[config.mk]
export PLATFORM = sky130hd
export DESIGN_NAME = ddr3_port_arbiter_flat
export DESIGN_NICKNAME = d
export VERILOG_FILES = /design/src/rtl/ddr3_port_arbiter_if.sv /design/src/rtl/ddr3_port_arbiter.sv /design/src/flat_wrapper.sv
export SDC_FILE = /design/constraint.sdc
export NUM_CORES = 1
export LEC_CHECK = 0
export CAP_MARGIN = 20
export CORE_AREA = 2 2 409 411
export DETAILED_ROUTE_END_ITERATION = 10
export DIE_AREA = 0 0 411 413
export GPL_TIMING_DRIVEN = 0
export PLACE_DENSITY = 0.39
export SETUP_SLACK_MARGIN = 0.3
export SYNTH_ARGS = -nofsm -noshare
export SYNTH_HDL_FRONTEND = slang
export SYNTH_SLANG_ARGS = --single-unit
[constraint.sdc]
create_clock -name ddr3_clk -period 5 [get_ports ddr3_clk]
set_input_delay 1 -clock ddr3_clk [delete_from_list [all_inputs] [get_ports ddr3_clk]]
set_output_delay 1 -clock ddr3_clk [all_outputs]
set_load 0.02 [all_outputs]
[src/rtl/ddr3_port_arbiter_if.sv]
// ---------------------------------------------------------------------------
// ddr3_port_arbiter_if
// Bundles the client-side request/return signals and the DDR3 controller
// Avalon-MM signals that pass through the arbiter.
//   slave  : arbiter view (client requests and controller responses in,
//            client handshakes and controller commands out)
//   master : environment view (clients plus controller)
// Client vectors are packed per port: port i at [i*W +: W].
// ---------------------------------------------------------------------------
interface ddr3_port_arbiter_if #(
  parameter int NUM_PORTS  = 4,
  parameter int ADDR_WIDTH = 26,
  parameter int DATA_WIDTH = 128,
  parameter int SIZE_WIDTH = 3
);
  logic [NUM_PORTS-1:0]            port_rd_req;
  logic [NUM_PORTS-1:0]            port_wr_req;
  logic [NUM_PORTS*ADDR_WIDTH-1:0] port_addr;
  logic [NUM_PORTS*SIZE_WIDTH-1:0] port_size;
  logic [NUM_PORTS*DATA_WIDTH-1:0] port_wr_data;
  logic [NUM_PORTS-1:0]            port_ready;
  logic [NUM_PORTS-1:0]            port_rd_valid;
  logic [DATA_WIDTH-1:0]           port_rd_data;

  logic                            ddr3_avl_ready;
  logic                            ddr3_avl_burstbegin;
  logic [SIZE_WIDTH-1:0]           ddr3_avl_size;
  logic                            ddr3_avl_read_req;
  logic                            ddr3_avl_write_req;
  logic [ADDR_WIDTH-1:0]           ddr3_avl_addr;
  logic [DATA_WIDTH-1:0]           ddr3_avl_wr_data;
  logic                            ddr3_avl_read_data_valid;
  logic [DATA_WIDTH-1:0]           ddr3_avl_read_data;

  modport slave (
    input  port_rd_req, port_wr_req, port_addr, port_size, port_wr_data,
    input  ddr3_avl_ready, ddr3_avl_read_data_valid, ddr3_avl_read_data,
    output port_ready, port_rd_valid, port_rd_data,
    output ddr3_avl_burstbegin, ddr3_avl_size, ddr3_avl_read_req,
    output ddr3_avl_write_req, ddr3_avl_addr, ddr3_avl_wr_data
  );

  modport master (
    output port_rd_req, port_wr_req, port_addr, port_size, port_wr_data,
    output ddr3_avl_ready, ddr3_avl_read_data_valid, ddr3_avl_read_data,
    input  port_ready, port_rd_valid, port_rd_data,
    input  ddr3_avl_burstbegin, ddr3_avl_size, ddr3_avl_read_req,
    input  ddr3_avl_write_req, ddr3_avl_addr, ddr3_avl_wr_data
  );
endinterface

[src/rtl/ddr3_port_arbiter.sv]
// ---------------------------------------------------------------------------
// ddr3_port_arbiter
// Round-robin arbiter placing NUM_PORTS read/write clients onto the single
// DDR3 controller Avalon-MM port. A write grant is held for the whole burst.
// Read returns are steered back to the issuing port via an in-order tag FIFO
// holding {port, burst size} per outstanding read command.
// Ports:
//   ddr3_clk      controller clock (only clock)
//   reset         asynchronous active-high reset
//   bus           client + controller signals (ddr3_port_arbiter_if.slave)
//   rd_return_err sticky flag: a read beat came back with no outstanding tag
// ---------------------------------------------------------------------------
module ddr3_port_arbiter #(
  parameter int NUM_PORTS  = 4,
  parameter int ADDR_WIDTH = 26,
  parameter int DATA_WIDTH = 128,
  parameter int SIZE_WIDTH = 3,
  parameter int TAG_DEPTH  = 16
) (
  input  logic              ddr3_clk,
  input  logic              reset,
  ddr3_port_arbiter_if.slave bus,
  output logic              rd_return_err
);
  localparam int PW = (NUM_PORTS > 1) ? $clog2(NUM_PORTS) : 1;
  localparam int TW = $clog2(TAG_DEPTH);

  typedef enum logic [1:0] {IDLE, RD_CMD, WR_BURST} state_t;

  state_t                state_reg, state_next;
  logic [PW-1:0]         grant_reg, grant_next;
  logic [PW-1:0]         rr_ptr_reg, rr_ptr_next;
  logic [SIZE_WIDTH-1:0] size_reg, size_next;
  logic [SIZE_WIDTH-1:0] beat_cnt_reg, beat_cnt_next;

  // Tag FIFO: small, read asynchronously so returns route with zero latency.
  logic [PW-1:0]         tag_port_mem [TAG_DEPTH];
  logic [SIZE_WIDTH-1:0] tag_size_mem [TAG_DEPTH];
  logic [TW-1:0]         wr_ptr_reg, rd_ptr_reg;
  logic [TW:0]           count_reg;
  logic [SIZE_WIDTH-1:0] ret_beat_reg;
  logic                  rd_err_reg;

  logic                  tag_empty, tag_push, tag_pop, ret_accept, read_block;
  logic [PW-1:0]         head_port;
  logic [SIZE_WIDTH-1:0] head_size;
  logic [NUM_PORTS-1:0]  eligible, ready_vec, rd_valid_vec;
  logic                  win_found;
  logic [PW-1:0]         win_port;
  logic [SIZE_WIDTH-1:0] win_size;

  logic                  avl_burstbegin, avl_read_req, avl_write_req;
  logic [SIZE_WIDTH-1:0] avl_size;
  logic [ADDR_WIDTH-1:0] avl_addr;
  logic [DATA_WIDTH-1:0] avl_wr_data;

  assign tag_empty  = (count_reg == '0);
  assign head_port  = tag_port_mem[rd_ptr_reg];
  assign head_size  = tag_size_mem[rd_ptr_reg];
  assign ret_accept = bus.ddr3_avl_read_data_valid && !tag_empty;
  assign tag_pop    = ret_accept && ((ret_beat_reg + SIZE_WIDTH'(1)) == head_size);
  // A tag completing this cycle frees a slot for the grant being decided now.
  assign read_block = (count_reg == (TW+1)'(TAG_DEPTH)) && !tag_pop;

  for (genvar gi = 0; gi < NUM_PORTS; gi++) begin : g_port
    assign eligible[gi]     = (bus.port_rd_req[gi] && !read_block) || bus.port_wr_req[gi];
    assign rd_valid_vec[gi] = ret_accept && (head_port == PW'(gi));
  end

  // First eligible port searching upward from rr_ptr+1; scanning k downward
  // lets the nearest port overwrite farther ones.
  always_comb begin
    win_found = 1'b0;
    win_port  = rr_ptr_reg;
    for (int k = NUM_PORTS; k >= 1; k--) begin
      if (eligible[PW'((int'(rr_ptr_reg) + k) % NUM_PORTS)]) begin
        win_found = 1'b1;
        win_port  = PW'((int'(rr_ptr_reg) + k) % NUM_PORTS);
      end
    end
  end

  assign win_size = (bus.port_size[win_port*SIZE_WIDTH +: SIZE_WIDTH] == '0) ?
                    SIZE_WIDTH'(1) : bus.port_size[win_port*SIZE_WIDTH +: SIZE_WIDTH];

  always_comb begin
    state_next     = state_reg;
    grant_next     = grant_reg;
    rr_ptr_next    = rr_ptr_reg;
    size_next      = size_reg;
    beat_cnt_next  = beat_cnt_reg;
    tag_push       = 1'b0;
    ready_vec      = '0;
    avl_burstbegin = 1'b0;
    avl_read_req   = 1'b0;
    avl_write_req  = 1'b0;
    avl_size       = '0;
    avl_addr       = '0;
    avl_wr_data    = '0;
    case (state_reg)
      IDLE: begin
        if (win_found) begin
          grant_next    = win_port;
          rr_ptr_next   = win_port;
          size_next     = win_size;
          beat_cnt_next = win_size;
          // Read wins over a simultaneous write unless the tag FIFO is full.
          state_next    = (bus.port_rd_req[win_port] && !read_block) ? RD_CMD : WR_BURST;
        end
      end
      RD_CMD: begin
        avl_read_req   = 1'b1;
        avl_burstbegin = 1'b1;
        avl_size       = size_reg;
        avl_addr       = bus.port_addr[grant_reg*ADDR_WIDTH +: ADDR_WIDTH];
        if (bus.ddr3_avl_ready) begin
          ready_vec[grant_reg] = 1'b1;
          tag_push             = 1'b1;
          state_next           = IDLE;
        end
      end
      WR_BURST: begin
        avl_write_req  = bus.port_wr_req[grant_reg];
        avl_burstbegin = (beat_cnt_reg == size_reg);
        avl_size       = size_reg;
        avl_addr       = bus.port_addr[grant_reg*ADDR_WIDTH +: ADDR_WIDTH];
        avl_wr_data    = bus.port_wr_data[grant_reg*DATA_WIDTH +: DATA_WIDTH];
        if (avl_write_req && bus.ddr3_avl_ready) begin
          ready_vec[grant_reg] = 1'b1;
          beat_cnt_next        = beat_cnt_reg - SIZE_WIDTH'(1);
          if (beat_cnt_reg == SIZE_WIDTH'(1)) state_next = IDLE;
        end
      end
      default: state_next = IDLE;
    endcase
  end

  always_ff @(posedge ddr3_clk or posedge reset) begin
    if (reset) begin
      state_reg    <= IDLE;
      grant_reg    <= '0;
      rr_ptr_reg   <= PW'(NUM_PORTS - 1);
      size_reg     <= '0;
      beat_cnt_reg <= '0;
      wr_ptr_reg   <= '0;
      rd_ptr_reg   <= '0;
      count_reg    <= '0;
      ret_beat_reg <= '0;
      rd_err_reg   <= 1'b0;
    end else begin
      state_reg    <= state_next;
      grant_reg    <= grant_next;
      rr_ptr_reg   <= rr_ptr_next;
      size_reg     <= size_next;
      beat_cnt_reg <= beat_cnt_next;
      if (tag_push) wr_ptr_reg <= wr_ptr_reg + TW'(1);
      if (tag_pop)  rd_ptr_reg <= rd_ptr_reg + TW'(1);
      case ({tag_push, tag_pop})
        2'b10:   count_reg <= count_reg + (TW+1)'(1);
        2'b01:   count_reg <= count_reg - (TW+1)'(1);
        default: count_reg <= count_reg;
      endcase
      if (ret_accept) ret_beat_reg <= tag_pop ? '0 : ret_beat_reg + SIZE_WIDTH'(1);
      if (bus.ddr3_avl_read_data_valid && tag_empty) rd_err_reg <= 1'b1;
    end
  end

  always_ff @(posedge ddr3_clk) begin
    if (tag_push) begin
      tag_port_mem[wr_ptr_reg] <= grant_reg;
      tag_size_mem[wr_ptr_reg] <= size_reg;
    end
  end

  assign bus.port_ready          = ready_vec;
  assign bus.port_rd_valid       = rd_valid_vec;
  assign bus.port_rd_data        = bus.ddr3_avl_read_data;
  assign bus.ddr3_avl_burstbegin = avl_burstbegin;
  assign bus.ddr3_avl_size       = avl_size;
  assign bus.ddr3_avl_read_req   = avl_read_req;
  assign bus.ddr3_avl_write_req  = avl_write_req;
  assign bus.ddr3_avl_addr       = avl_addr;
  assign bus.ddr3_avl_wr_data    = avl_wr_data;
  assign rd_return_err           = rd_err_reg;
endmodule

[src/flat_wrapper.sv]
// flat-port wrapper written by rule: the top's interface ports become plain ports
module ddr3_port_arbiter_flat 
#(
  parameter int NUM_PORTS  = 4,
  parameter int ADDR_WIDTH = 26,
  parameter int DATA_WIDTH = 128,
  parameter int SIZE_WIDTH = 3,
  parameter int TAG_DEPTH  = 16
)
  (ddr3_clk, reset, rd_return_err, bus_port_rd_req, bus_port_wr_req, bus_port_addr, bus_port_size, bus_port_wr_data, bus_ddr3_avl_ready, bus_ddr3_avl_read_data_valid, bus_ddr3_avl_read_data, bus_port_ready, bus_port_rd_valid, bus_port_rd_data, bus_ddr3_avl_burstbegin, bus_ddr3_avl_size, bus_ddr3_avl_read_req, bus_ddr3_avl_write_req, bus_ddr3_avl_addr, bus_ddr3_avl_wr_data);
  ddr3_port_arbiter_if #(.NUM_PORTS(NUM_PORTS), .ADDR_WIDTH(ADDR_WIDTH), .DATA_WIDTH(DATA_WIDTH), .SIZE_WIDTH(SIZE_WIDTH)) bus_i ();
  input  logic ddr3_clk;
  input  logic reset;
  output logic rd_return_err;
  input wire logic [$bits(bus_i.port_rd_req)-1:0] bus_port_rd_req;
  input wire logic [$bits(bus_i.port_wr_req)-1:0] bus_port_wr_req;
  input wire logic [$bits(bus_i.port_addr)-1:0] bus_port_addr;
  input wire logic [$bits(bus_i.port_size)-1:0] bus_port_size;
  input wire logic [$bits(bus_i.port_wr_data)-1:0] bus_port_wr_data;
  input wire logic [$bits(bus_i.ddr3_avl_ready)-1:0] bus_ddr3_avl_ready;
  input wire logic [$bits(bus_i.ddr3_avl_read_data_valid)-1:0] bus_ddr3_avl_read_data_valid;
  input wire logic [$bits(bus_i.ddr3_avl_read_data)-1:0] bus_ddr3_avl_read_data;
  output wire logic [$bits(bus_i.port_ready)-1:0] bus_port_ready;
  output wire logic [$bits(bus_i.port_rd_valid)-1:0] bus_port_rd_valid;
  output wire logic [$bits(bus_i.port_rd_data)-1:0] bus_port_rd_data;
  output wire logic [$bits(bus_i.ddr3_avl_burstbegin)-1:0] bus_ddr3_avl_burstbegin;
  output wire logic [$bits(bus_i.ddr3_avl_size)-1:0] bus_ddr3_avl_size;
  output wire logic [$bits(bus_i.ddr3_avl_read_req)-1:0] bus_ddr3_avl_read_req;
  output wire logic [$bits(bus_i.ddr3_avl_write_req)-1:0] bus_ddr3_avl_write_req;
  output wire logic [$bits(bus_i.ddr3_avl_addr)-1:0] bus_ddr3_avl_addr;
  output wire logic [$bits(bus_i.ddr3_avl_wr_data)-1:0] bus_ddr3_avl_wr_data;
  assign bus_i.port_rd_req = bus_port_rd_req;
  assign bus_i.port_wr_req = bus_port_wr_req;
  assign bus_i.port_addr = bus_port_addr;
  assign bus_i.port_size = bus_port_size;
  assign bus_i.port_wr_data = bus_port_wr_data;
  assign bus_i.ddr3_avl_ready = bus_ddr3_avl_ready;
  assign bus_i.ddr3_avl_read_data_valid = bus_ddr3_avl_read_data_valid;
  assign bus_i.ddr3_avl_read_data = bus_ddr3_avl_read_data;
  assign bus_port_ready = bus_i.port_ready;
  assign bus_port_rd_valid = bus_i.port_rd_valid;
  assign bus_port_rd_data = bus_i.port_rd_data;
  assign bus_ddr3_avl_burstbegin = bus_i.ddr3_avl_burstbegin;
  assign bus_ddr3_avl_size = bus_i.ddr3_avl_size;
  assign bus_ddr3_avl_read_req = bus_i.ddr3_avl_read_req;
  assign bus_ddr3_avl_write_req = bus_i.ddr3_avl_write_req;
  assign bus_ddr3_avl_addr = bus_i.ddr3_avl_addr;
  assign bus_ddr3_avl_wr_data = bus_i.ddr3_avl_wr_data;
  ddr3_port_arbiter #(.NUM_PORTS(NUM_PORTS), .ADDR_WIDTH(ADDR_WIDTH), .DATA_WIDTH(DATA_WIDTH), .SIZE_WIDTH(SIZE_WIDTH), .TAG_DEPTH(TAG_DEPTH)) u_core (.ddr3_clk(ddr3_clk), .reset(reset), .bus(bus_i), .rd_return_err(rd_return_err));
endmodule
==> metrics.txt, run 1 <==
Final GP Congestion roughly 1.0; Sw Pwr approximately 0.0052 W; synth cell count leaders 169 x mux4_2, 159 x and2_1, 128 x buf_4; Buffers on Ports between 900 and 1000; relative slew slack between 30% and 40%; peak supply drop around 0.00021 V; max-cap viol count 0; Critical Path AT 3.55 ns; crit end category output pin; Rows 150; clock latency at the later pin of the worst-skew pair 0.36 ns; cells after synthesis around 870; vias per cell 3.23; Seq/Total Area, Yosys 28.6%; Worst Hold Class register to register; crit path cell chain clkbuf_4 > clkbuf_2 > buf_12 > clkbuf_2 > mux4_2 > and2_1 > dlygate4sd2_1; DIE AREA 170000 sq um; Core Area 166000 sq um; drt initial violations 1113; GR Overflow Total 0; maximum fanout along the worst path 17; Worst Max-Slew Pin Slew 1.04 ns; first-pass GRT wire length 184 mm; Clock Tree Root clkbuf_16; max FFs per register 48; CP peak stage delay 0.87 ns; Worst setup SP type register; Cell Area, Synth 11000 sq um; Flop pwr share 13.4%; gr usage total 17.9%; top-count cell post-synth mux4_2; largest net degree at the start of global routing 30; routed length per instance about 38 microns; First-pass DRT Iterations 5; RSZ-0062 raised after global routing no; Yosys top cell area share 34.7%; Main synth FF type edfxtp_1; Critical Path Most Common Cell clkbuf_2; Tcrit/Tclk final 91.1%; Routed Wire Length about 160 mm; initial antenna violation count 250; vias post-DR 13300; number of synthesized flops with an enable pin 80; synth top area cells mux4_2 35%, edfxtp_1 22%, and2_1 9.1%; Final Hold Fails 0; I/O pin cnt 1065; hpwl dp 146 mm; outcome finished, final reports clean; Setup Crit Path Kind register to output pin; post-route ant nets 0; hold_buf cts 0; P&R area growth vs syn 119%; Final Critical Period 4.55 ns; htree depth 3; # nets final ~2600; Leak 8.22 nW; Post-route DRC 0; chip width around 410 microns; syn_nets 1653; clock skew between 0.01 and 0.015 ns; fmax roughly 220 MHz; CTS tree built; PD cells 438 nW/um^2; Reg clk slew, reported paths ~0.070 ns; clock power share ~6.9%; vias in the first global route 12700; CP max-delay cell dlygate4sd2_1; share of layout cells above drive strength 1 between 20 and 25%; Die Y 413 microns; worst path required time approximately 4.0 ns; switch share 49.9%; syn avg cell area 12.6 sq um; setup violators final 0; Clock Tree Buf Depth 2; leading area contributor after synthesis mux4_2; Synth Register Bits 109; TritonCTS Buffers 9; Internal Power 0.00525 W; Setup TNS 0 ns; initial cell density of the core 6.60%; Slew Limit Fails 0; clk sinks 109; Comb pwr share 79.7%; Synthesis Warnings 0; Distinct cells, synth 62; ys async rst share between 20% and 30%; Hold WS between 0.4 and 0.5 ns
stage by stage:
| stage | util [%] | power [W] | cell area [sq um] | std cells | setup WS (ns) |
|---|---|---|---|---|---|
| floorplan | - | 0.00537 | 11000 | 869 | 1.25 |
| global placement | 13.9 | 0.00968 | 23100 | 4009 | -1.82 |
| detailed placement | 14.0 | 0.00980 | 23300 | 4022 | -0.939 |
| CTS | 14.3 | 0.0107 | 23700 | 4044 | 0.216 |
| global route | 14.4 | 0.0111 | 23900 | 4080 | 0.313 |
| finish | 14.4 | 0.0105 | 23900 | 4111 | 0.446 |
path summary, 6_finish.rpt:
path | slack, ns | to | depth (start not counted) | start
setup / recovery | 0.45 | bus_ddr3_avl_wr_data[119] | 7 | u_core.grant_reg[1]$_DFFE_PP0P_
hold / removal | 0.46 | u_core.rd_return_err$_DFFE_PP0P_ | 1 | u_core.rd_return_err$_DFFE_PP0P_
setup reg to reg | 0.57 | u_core.beat_cnt_reg[0]$_DFFE_PP0P_ | 15 | u_core.rd_ptr_reg[1]$_DFFE_PP0P_
hold reg to reg | 0.46 | u_core.rd_return_err$_DFFE_PP0P_ | 1 | u_core.rd_return_err$_DFFE_PP0P_
max in group asynchronous | 3.37 | u_core.grant_reg[0]$_DFFE_PP0P_ | 2 | reset
min in group asynchronous | 1.09 | u_core.rd_ptr_reg[1]$_DFFE_PP0P_ | 2 | reset
worst max-delay path, delay by kind of cell, from the launching register on:
| family | cells | cell delay (ns) |
|---|---|---|
| muxes | 1 | 0.28 |
| DFF | 1 | 0.59 |
| buffers and inverters | 5 | 2.18 |
| and+or+nand+nor | 1 | 0.12 |
placed cells by master (no fill, tap or decap), drive strengths merged, types with 2 or more instances in the layout:
| cell type | netlist | final |
|---|---|---|
| clkdlybuf4s50 | 0 | 916 |
| mux4 | 178 | 178 |
| buf | 156 | 173 |
| and2 | 160 | 160 |
| edfxtp | 80 | 80 |
| diode | 0 | 65 |
| clkbuf | 42 | 53 |
| nand2 | 31 | 31 |
| nor2 | 31 | 31 |
| dfrtp | 27 | 27 |
| inv | 19 | 21 |
| dlygate4sd2 | 0 | 16 |
| ha | 15 | 15 |
| o21ai | 13 | 13 |
| xnor2 | 12 | 12 |
| mux2i | 11 | 11 |
| a21oi | 9 | 9 |
| nor3 | 7 | 7 |
| mux2 | 7 | 7 |
| a21o | 5 | 5 |
| xor2 | 5 | 5 |
| nor2b | 4 | 4 |
| and3 | 4 | 4 |
| nor3b | 4 | 4 |
| clkdlybuf4s15 | 0 | 4 |
| o31ai | 4 | 4 |
| or3 | 3 | 3 |
| o221ai | 3 | 3 |
| nand2b | 3 | 3 |
| or2 | 3 | 3 |
| dlymetal6s2s | 0 | 3 |
| nor4 | 3 | 3 |
| and4 | 3 | 3 |
| clkinv | 0 | 3 |
| a2111oi | 3 | 3 |
| nor4b | 2 | 2 |
| a31oi | 2 | 2 |
| a221o | 2 | 2 |
| dfstp | 2 | 2 |
final cells by class:
cell class / instances / area (sq um)
timing repair buffer: 957 / 9640
antenna: 65 / 163
clock inverter: 6 / 66.3
tap: 2204 / 2760
sequential: 109 / 3130
multi-input combinational: 543 / 6520
clock buffer: 10 / 229
inverter: 19 / 71.3
buffer: 198 / 1370
fill: 18800 / 142000
timing repair:
| action | CTS | global route |
|---|---|---|
| hold endpoints to repair | 0 | 0 |
| pin swaps | 2 | 0 |
| gates resized for setup | 87 | 11 |
| setup buffers | 6 | 0 |
| cloned | 0 | 0 |
| setup endpoints to repair | 169 | 12 |
power groups by stage:
stage,sequential (W),clock (W),combinational (W)
floorplan,0.00137,0,0.00401
global placement,0.00145,0,0.00823
detailed placement,0.00145,0,0.00835
CTS,0.00141,0.000745,0.00857
global route,0.00144,0.000777,0.00888
finish,0.00140,0.000722,0.00836
metal layers:
metal / vias up / part of all wire, % / GRT usage, %
li1: 5215 / - / -
met5: - / 0.33 / 0
met4: 56 / 4.0 / 5.59
met2: 1054 / 47 / 29.5
met3: 392 / 13 / 10.6
met1: 6569 / 36 / 19.0
cells by family after synthesis:
kind of cell | count (synthesis) | share of synthesized area [%]
AO/OA/AOI/OAI | 51 | 3.39
XOR/XNOR | 17 | 1.36
adder cells (fa/ha/maj) | 16 | 1.90
buffers and inverters | 217 | 12.2
flip-flops | 109 | 28.6
multiplexers | 196 | 38.7
AND/OR/NAND/NOR | 263 | 13.9
Note: power is estimated with default switching activity, not from simulation.
==> inputs of run 2 (changes only) <==
Settings changed: CORE_AREA 2 2 409 411 to 2 2 420 422, DIE_AREA 0 0 411 413 to 0 0 422 424, PLACE_DENSITY 0.39 to 0.38.
Clock period 5 ns to 5.58 ns, I/O delays scaled along.
==> run 2 against run 1 <==
Effect of this change:
- die area grew 5.4%
- non-clock buffer count shrank 7
- critical endpoint is now bus_ddr3_avl_wr_data[94]
- largest power group unchanged
- critical path depth is the same
==> metrics.txt, run 2 (synthesized netlist as in run 1, its figures left out) <==
Placement Setup Slack 0.0730 ns (+1.01 ns); Worst Hold Class register to register; drt initial violations 1189 (+6.8%); crit path cell chain clkbuf_2 > clkbuf_1 > buf_16 > clkdlybuf4s15_2 > mux4_2 > and2_1 > clkdlybuf4s50_1; peak supply drop 0.000151 V (-27%); Clock Tree Root clkbuf_16; Critical Path AT 4.03 ns (+0.48 ns); setup violators final 0 (unchanged); register area 3130 sq um (about the same); Clock Tree Buf Depth 2 (unchanged); clock skew 0.0121 ns (+0.00163 ns); fmax 194 MHz; CTS tree built; P&R area growth vs syn 120%; routed wl met2 76.4 mm (+2.5%); share of layout cells above drive strength 1 20.1% (-1.6 points); Tcrit/Tclk final 92.3%; clock latency at the later pin of the worst-skew pair 0.36 ns (about the same); hold_buf cts 0 (unchanged); area of the multi-input gates 6490 sq um (-0.50%); filler cell count 19900 (+6.1%); worst path required time 4.46 ns (+0.46 ns); PD cells 377 nW/um^2 (-14%); # nets final 2614 (-0.27%); Reg clk slew, reported paths 0.07 ns (about the same); Final GP Congestion 1.00 (+0.27%); Buffers on Ports 936 (unchanged); Final Critical Period between 5 and 6 ns; Leak 8.05 nW (-2.1%); highest routed metal layer met5; maximum fanout along the worst path 17 (unchanged); gr usage total 17.0% (-0.83 points); htree depth 3 (unchanged); RSZ-0062 raised after global routing no; Slew Limit Fails 0 (unchanged); Die Y 424 microns (+2.7%); vias in the first global route 12700 (+0.36%); I/O pin cnt 1065 (unchanged); hpwl dp 148 mm (+1.4%); R2R Setup Slk 0.84 ns (+0.27 ns); max FFs per register 48 (unchanged); first-pass GRT wire length 186 mm (+1.6%); vias post-DR 13200 (-0.67%); Setup TNS 0 ns (unchanged); Final Worst Setup Slack 0.432 ns (-0.0141 ns); Core Area 175000 sq um (+5.5%); vias per cell 3.11 (-3.9%); max-cap viol count 0 (unchanged); outcome finished, final reports clean; Rows 154 (+2.7%); GR Overflow Total 0 (unchanged); routed length per instance 37.4 microns (-2.7%); met3 WL 18.4 mm (-9.4%); Post-route DRC 0 (unchanged); chip width 422 microns (+2.7%); crit end category output pin; largest net degree at the start of global routing 20 (-33%); initial antenna violation count 250 (unchanged); First-pass DRT Iterations 6 (+1); CP peak stage delay 0.74 ns (-0.13 ns); post-route ant nets 0 (unchanged); Worst setup SP type register; commonest non-fill, non-tap cell in the layout clkdlybuf4s50_1; clk sinks 109 (unchanged); metal1 wirelength 56.4 mm (about the same); initial cell density of the core 6.26% (-0.34 points); power consumption 0.00909 W (-13%); Worst Max-Slew Pin Slew 0.997 ns (-0.0449 ns); Setup Crit Path Kind register to output pin; Routed Wire Length 159 mm (+0.52%); TritonCTS Buffers 9 (unchanged); CP max-delay cell mux4_2; highest-count cells in the layout ignoring fill and taps 934 x clkdlybuf4s50_1, 169 x mux4_2, 159 x and2_1; DIE AREA 179000 sq um (+5.4%); relative slew slack 33.6% (+3.5 points); Final Hold Fails 0 (unchanged)
[run 2: changes by cell type in the layout (fill, tap and decap cells not counted), moves of 4 or more]
| cell | delta |
|---|---|
| dlygate4sd2_1 | -14 |
| clkbuf_4 | -4 |
| diode_2 | +7 |
| buf_16 | +5 |
| clkdlybuf4s50_1 | +18 |
| clkbuf_1 | +13 |
| clkbuf_2 | -7 |
| buf_4 | -12 |
| buf_1 | +4 |
[run 2: routing by layer]
metal | up-vias | global-route usage [%]
li1 | 5208 | -
met1 | 6565 | 18.4
met2 | 911 | 28.7
met3 | 407 | 8.34
met4 | 106 | 6.33
met5 | - | 0
[run 2: repair_timing]
item | 4_1_cts | 5_1_grt
setup buffers | 0 | 0
endpoints found under the setup margin | 130 | 4
gates resized for setup | 22 | 2
[run 2: final timing paths]
check	to	depth (start not counted)	startpoint
max	bus_ddr3_avl_wr_data[94]	7	u_core.grant_reg[0]$_DFFE_PP0P_
min	u_core.rd_return_err$_DFFE_PP0P_	1	u_core.rd_return_err$_DFFE_PP0P_
max reg2reg	u_core.beat_cnt_reg[0]$_DFFE_PP0P_	14	u_core.rd_ptr_reg[3]$_DFFE_PP0P_
min reg2reg	u_core.rd_return_err$_DFFE_PP0P_	1	u_core.rd_return_err$_DFFE_PP0P_
max in group asynchronous	u_core.rr_ptr_reg[1]$_DFFE_PP1P_	3	reset
min in group asynchronous	u_core.rd_ptr_reg[0]$_DFFE_PP0P_	2	reset
[run 2: critical path: cells and delay by family, from the launching register on]
family | cells | cell delay [ns]
multiplexers | 1 | 0.74
flip-flops | 1 | 0.56
buffers and inverters | 5 | 2.07
AND/OR/NAND/NOR | 1 | 0.24
[run 2: layout make-up]
type                            count  share of cell area, %
Antenna cell                       72                  0.748
Inverter                           19                  0.296
Clock buffer                       10                  0.950
Tap cell                         2340                   12.2
Multi-Input combinational cell    543                   26.9
Clock inverter                      6                  0.358
Sequential cell                   109                   13.0
Timing Repair Buffer              950                   40.1
Buffer                            198                   5.51
[run 2: report_power, final]
part	internal (W)	total, W	leakage [nW]	switching [W]
clock	0.000394	0.000697	0.153	0.000303
combinational	0.00326	0.00710	6.83	0.00384
sequential	0.00109	0.00129	1.06	0.000202
[run 2: metrics by stage]
| step | instance area (sq um) | util [%] | cells | hold WS [ns] |
|---|---|---|---|---|
| global route | 24000 | 13.7 | 4210 | 0.514 |
| detailed placement | 23500 | 13.4 | 4158 | 0.458 |
| finish | 24100 | 13.8 | 4247 | 0.465 |
| floorplan | 11000 | - | 869 | 0.454 |
| CTS | 23900 | 13.7 | 4174 | 0.472 |
| global placement | 23300 | 13.3 | 4145 | 0.450 |
